===== src/rtl/jt89_pkg.sv =====
// Shared types and constants for the jt89 write scheduler and its optional
// register shadow.
package jt89_pkg;

    typedef enum logic [1:0] {
        ST_IDLE  = 2'd0,
        ST_ISSUE = 2'd1,
        ST_WRITE = 2'd2,
        ST_GAP   = 2'd3
    } state_t;

    localparam logic [2:0] REG_TONE0 = 3'd0;
    localparam logic [2:0] REG_VOL0  = 3'd1;
    localparam logic [2:0] REG_TONE1 = 3'd2;
    localparam logic [2:0] REG_VOL1  = 3'd3;
    localparam logic [2:0] REG_TONE2 = 3'd4;
    localparam logic [2:0] REG_VOL2  = 3'd5;
    localparam logic [2:0] REG_NOISE = 3'd6;
    localparam logic [2:0] REG_VOL3  = 3'd7;

    localparam logic [9:0] TONE_RST  = 10'h000;
    localparam logic [3:0] VOL_RST   = 4'hF;
    localparam logic [2:0] NOISE_RST = 3'b100;

endpackage


===== src/rtl/jt89_shadow.sv =====
// Mirror of the jt89 register file, updated on each byte the PSG consumes.
module jt89_shadow
    import jt89_pkg::*;
(
    input  logic       clk,
    input  logic       rst_n,
    input  logic       we,
    input  logic [7:0] din,
    input  logic [2:0] rd_addr,
    output logic [9:0] rd_data
);

    logic [2:0] idx;
    logic [9:0] tone [4];
    logic [3:0] vol  [4];
    logic [2:0] noise;
    logic [2:0] widx;

    // A latch byte retargets the index in the same write it lands in.
    assign widx = din[7] ? din[6:4] : idx;

    always_ff @(posedge clk or negedge rst_n) begin
        if (!rst_n) begin
            idx   <= REG_TONE0;
            noise <= NOISE_RST;
            for (int unsigned i = 0; i < 4; i++) begin
                tone[i] <= TONE_RST;
                vol[i]  <= VOL_RST;
            end
        end else if (we) begin
            if (din[7])
                idx <= din[6:4];
            if (widx == REG_NOISE) begin
                if (din[7])
                    noise <= din[2:0];
            end else if (widx[0]) begin
                vol[widx[2:1]] <= din[3:0];
            end else if (din[7]) begin
                tone[widx[2:1]][3:0] <= din[3:0];
            end else begin
                tone[widx[2:1]][9:4] <= din[5:0];
            end
        end
    end

    always_comb begin
        rd_data = '0;
        if (rd_addr == REG_NOISE)
            rd_data = {7'd0, noise};
        else if (rd_addr[0])
            rd_data = {6'd0, vol[rd_addr[2:1]]};
        else
            rd_data = tone[rd_addr[2:1]];
    end

endmodule


===== src/rtl/jt89_wrsched.sv =====
// Round-robin, transaction-atomic scheduler for a single jt89 write port.
// Optional register shadow is enabled with `define JT89_SHADOW_EN.
module jt89_wrsched
    import jt89_pkg::*;
#(
    parameter int unsigned GAP     = 1,
    parameter int unsigned LOCK_TO = 64
) (
    input  logic       clk,
    input  logic       rst_n,
    input  logic       clk_en,
    input  logic       a_valid,
    input  logic [7:0] a_data,
    input  logic       a_last,
    output logic       a_ready,
    input  logic       b_valid,
    input  logic [7:0] b_data,
    input  logic       b_last,
    output logic       b_ready,
    output logic [1:0] gnt,
    output logic       psg_wr_n,
    output logic [7:0] psg_din,
    output logic       busy,
    output logic       lock_err,
    input  logic [2:0] rd_addr,
    output logic [9:0] rd_data
);

    state_t     state;
    logic       prio_b;
    logic       last_r;
    logic [3:0] gap_cnt;
    logic [7:0] lock_cnt;
    logic       sel_b;
    logic       sel_valid;
    logic [7:0] sel_data;
    logic       sel_last;
    logic       pick_b;

    assign sel_b     = gnt[1];
    assign sel_valid = sel_b ? b_valid : a_valid;
    assign sel_data  = sel_b ? b_data  : a_data;
    assign sel_last  = sel_b ? b_last  : a_last;
    assign pick_b    = b_valid && (!a_valid || prio_b);

    assign a_ready = (state == ST_ISSUE) && gnt[0];
    assign b_ready = (state == ST_ISSUE) && gnt[1];
    assign busy    = (state != ST_IDLE);

    always_ff @(posedge clk or negedge rst_n) begin
        if (!rst_n) begin
            state    <= ST_IDLE;
            gnt      <= '0;
            prio_b   <= 1'b0;
            last_r   <= 1'b0;
            gap_cnt  <= '0;
            lock_cnt <= '0;
            psg_wr_n <= 1'b1;
            psg_din  <= '0;
            lock_err <= 1'b0;
        end else begin
            lock_err <= 1'b0;
            case (state)
                ST_IDLE: begin
                    if (a_valid || b_valid) begin
                        gnt      <= pick_b ? 2'b10 : 2'b01;
                        lock_cnt <= '0;
                        state    <= ST_ISSUE;
                    end
                end
                ST_ISSUE: begin
                    if (sel_valid) begin
                        psg_din  <= sel_data;
                        psg_wr_n <= 1'b0;
                        last_r   <= sel_last;
                        lock_cnt <= '0;
                        state    <= ST_WRITE;
                    end else if (clk_en) begin
                        // Stalled owner: revoke the grant after LOCK_TO strobes.
                        if (lock_cnt == 8'(LOCK_TO - 1)) begin
                            lock_err <= 1'b1;
                            gnt      <= '0;
                            prio_b   <= ~sel_b;
                            state    <= ST_IDLE;
                        end else begin
                            lock_cnt <= lock_cnt + 8'd1;
                        end
                    end
                end
                ST_WRITE: begin
                    if (clk_en) begin
                        psg_wr_n <= 1'b1;
                        gap_cnt  <= 4'(GAP);
                        state    <= ST_GAP;
                    end
                end
                ST_GAP: begin
                    if (clk_en) begin
                        gap_cnt <= gap_cnt - 4'd1;
                        if (gap_cnt == 4'd1) begin
                            if (last_r) begin
                                gnt    <= '0;
                                prio_b <= ~sel_b;
                                state  <= ST_IDLE;
                            end else begin
                                state  <= ST_ISSUE;
                            end
                        end
                    end
                end
                default: state <= ST_IDLE;
            endcase
        end
    end

`ifdef JT89_SHADOW_EN
    logic sh_we;
    assign sh_we = (state == ST_WRITE) && clk_en;

    jt89_shadow u_shadow (
        .clk     (clk),
        .rst_n   (rst_n),
        .we      (sh_we),
        .din     (psg_din),
        .rd_addr (rd_addr),
        .rd_data (rd_data)
    );
`else
    logic unused_rd_addr;
    assign unused_rd_addr = ^rd_addr;
    assign rd_data = '0;
`endif

endmodule

===== config.mk =====
export PLATFORM = sky130hd
export DESIGN_NAME = jt89_wrsched
export DESIGN_NICKNAME = d
export VERILOG_FILES = /design/src/rtl/jt89_pkg.sv /design/src/rtl/jt89_shadow.sv /design/src/rtl/jt89_wrsched.sv
export SDC_FILE = /design/constraint.sdc
export NUM_CORES = 1
export LEC_CHECK = 0
export ABC_CLOCK_PERIOD_IN_PS = 5750
export BUFFER_PORTS_ARGS = -buffer_cell sky130_fd_sc_hd__buf_2
export CAP_MARGIN = 20
export CELL_PAD_IN_SITES_DETAIL_PLACEMENT = 1
export CELL_PAD_IN_SITES_GLOBAL_PLACEMENT = 1
export CORE_MARGIN = 1
export CORE_UTILIZATION = 41
export CTS_BUF_LIST = sky130_fd_sc_hd__clkbuf_16
export DETAILED_ROUTE_END_ITERATION = 10
export PLACE_DENSITY_LB_ADDON = 0.1
export SYNTH_ARGS = -nofsm -noshare
export SYNTH_HDL_FRONTEND = slang
export SYNTH_SLANG_ARGS = --single-unit
export TNS_END_PERCENT = 10

===== constraint.sdc =====
create_clock -name clk -period 5.75 [get_ports clk]
set_input_delay 0.2875 -clock clk [delete_from_list [all_inputs] [get_ports clk]]
set_output_delay 0.2875 -clock clk [all_outputs]
set_load 0.01 [all_outputs]

==> summary.md <==
| Metric | Value |
|---|---|
| Fillers | 444 |
| Total negative slack | 0 ns |
| Die Ht | 65.7 um |
| GPL Wtd Cong | 0.754 |
| Number of setup buffers added after CTS | 0 |
| Core footprint | 0.00377 mm^2 |
| Max Clock Freq | approximately 400 MHz |
| Clk Latency, worst-skew pair | 0.27 ns |
| Tot Pwr | 0.833 mW |
| Final hold vios | 0 |
| Std-Cell Rows | 22 |
| Most common cell after layout, fill and taps aside | buf_2 |
| Die area | around 0.0043 mm^2 |
| Vias in the first global route | approximately 1400 |
| Avg WL per Cell | 15.2 um |
| Largest net degree at the start of global routing | 29 |
| WP data arrival | 2.73 ns |
| R2R Setup Slk | between 3 and 4 ns |
| Critical path class | reg -> reg |
| IO buf count | 37 |
| Die width | 65.7 um |
| Reg2reg path depth | 4 |
| Register area share after synthesis | 0.422 |
| Synthesis-to-finish area growth | 16.3% |
| CTS tree | yes |
| Final WL | 3880 um |
| Clk pin slew, worst setup/hold paths | around 0.08 ns |
| Post-synth EDFFs | 0 |
| First-pass GRT wire length | 6760 um |
| Routed Antenna Nets | 0 |
| GR Overflow Total | 0 |
| Num Clock Sinks | 28 |
| Fraction of registers with async set/reset | 1.00 |
| Startpoint Class | flop |
| Warnings, synthesis | 0 |
| RSZ-0062 raised after global routing | false |
| Final Skew | 0.00993 ns |
| CP Capture Type | flop |
| Post-layout util | 0.513 |
| Hold slack | ~0.028 ns |
| Antenna violations before repair | 0 |
| Max IR drop VDD | 0.200 mV |
| Syn Area/Cell | 9.49 um^2 |
| DRC errors left | 0 |
| Reg2reg start | gnt[1] |
| Slew @ Worst Pin | 0.810 ns |
| Slew Viols, Final | 0 |
| Total CTS buffers | 3 |
| Iteration-0 DRC Markers | 47 |
| Hold buffers post-CTS | 0 |
| Slew HR | 0.456 |
| LEAKAGE | 0.900 nW |
| Hold crit path type | in -> async |
| Post-synth cell types | 42 |
| Vias | between 1000 and 1500 |
| Period minus WS final | 2.57 ns |
| P per Cell Area | between 400 and 500 mW/mm^2 |
| H-tree level count | 1 |
| Cells after Synth | around 180 |
| Top Ports | 51 |
| Final setup vio count | 0 |
| Synth Cell Area | 0.00166 mm^2 |
| CTS root buf | clkbuf_16 |
| Clock Path Buffers | 2 |
| Outcome | finished, final reports clean |
| Most frequent cells in the layout | 37 x buf_2, 27 x dfrtp_1, 19 x nor2_1 |
| Period utilisation layout | 0.447 |
| CP Max Fanout | 15 |
| # resized after CTS | 0 |
| Final Net Count | 237 |
| All-Layer GR Usage | 0.204 |
| Count of state elements after synthesis | 28 |
| Router iterations before antenna repair | 4 |
| Maximum Capacitance Violations | 0 |
| Post-DP HPWL | 2750 um |
| DR vias/cell | 5.40 |
| Layout cell share with drive strength beyond 1 | 0.251 |
| R2r endpoint | gnt[0] |
| Critical Path RT | between 5 and 6 ns |
| Initial Util | 0.441 |
| Diodes inserted | 0 |
| Top FF cell, synth | dfrtp_1 |
## layer usage
metal,track usage,wire [um],up-vias,share of wire
li1,-,-,668,-
met1,0.264,1700,665,0.44
met2,0.339,1960,38,0.50
met3,0.0503,180,5,0.046
met4,0.0462,38,0,0.0098
met5,0,0,-,0
## how the worst max path moves through the flow
stage	from	endpoint	slack, ns	depth (start not counted)
after global routing	gnt[1]	gnt[0]	3.03	4
after detailed placement	gnt[1]	gnt[0]	3.17	4
after CTS	gnt[1]	gnt[0]	3.14	4
final	gnt[1]	gnt[0]	3.18	4
after floorplan	gnt[1]	lock_cnt[5]	3.89	6
after global placement	gnt[1]	gnt[0]	3.21	4
## area by class of cell
class                   instances  area [um^2]  area share
multi-input cells             131          847       0.438
well taps                      48         60.1      0.0311
repair buffers                 38          196       0.102
clock inverters                 1         30.0      0.0155
inverters                       6         22.5      0.0117
clock buffers                   3         75.1      0.0388
flip-flops and latches         28          702       0.363
## logic make-up after synthesis
family,synth area share
AO/OA/AOI/OAI,0.148
adder cells (fa/ha/maj),0.0226
buffers and inverters,0.0881
flip-flops,0.422
multiplexers,0.109
other,0.00226
AND/OR/NAND/NOR,0.208
## power by group
group	total, mW	internal, mW	switching [mW]
clock network	0.213	0.139	0.0738
logic	0.280	0.129	0.151
registers	0.340	0.264	0.0762
total	0.833	0.532	0.301
## cells in the mapped netlist, drive strengths merged (4+ instances only)
cell    instances  area (um^2)
dfrtp          27          676
nor2           19         71.3
a21oi          15         75.1
mux2i          14          144
buf            13          101
nand2          11         41.3
clkbuf          6         22.5
inv             6         22.5
o21ai           6         30.0
and3            5         31.3
nand3           5         25.0
nor4            5         58.8
nand2b          4         25.0
## flip-flops by register name, indices dropped and copies added, names as in the netlist, named ones only
| signal | flops |
|---|---|
| gnt | 2 |
| state | 1 |
| gap_cnt | 4 |
| psg_din | 8 |
| lock_cnt | 8 |
| lock_err | 1 |
| last_r | 1 |
| psg_wr_n | 1 |
| prio_b | 1 |
## worst max-delay path, stage by stage (launching register included)
cell and delay (ns):
dfrtp_1 0.79, mux2_4 0.38, nor4_4 0.73, a211oi_1 0.23
mux2_2 0.32
## stage by stage
stage / std cells / worst slack, ns / cell area, um^2
after floorplan: 184 / 3.89 / 1700
after global placement: 250 / 3.21 / 1820
after detailed placement: 250 / 3.17 / 1820
after CTS: 254 / 3.14 / 1920
after global routing: 255 / 3.03 / 1930
final: 255 / 3.18 / 1930
(Power assumes the default switching activity.)
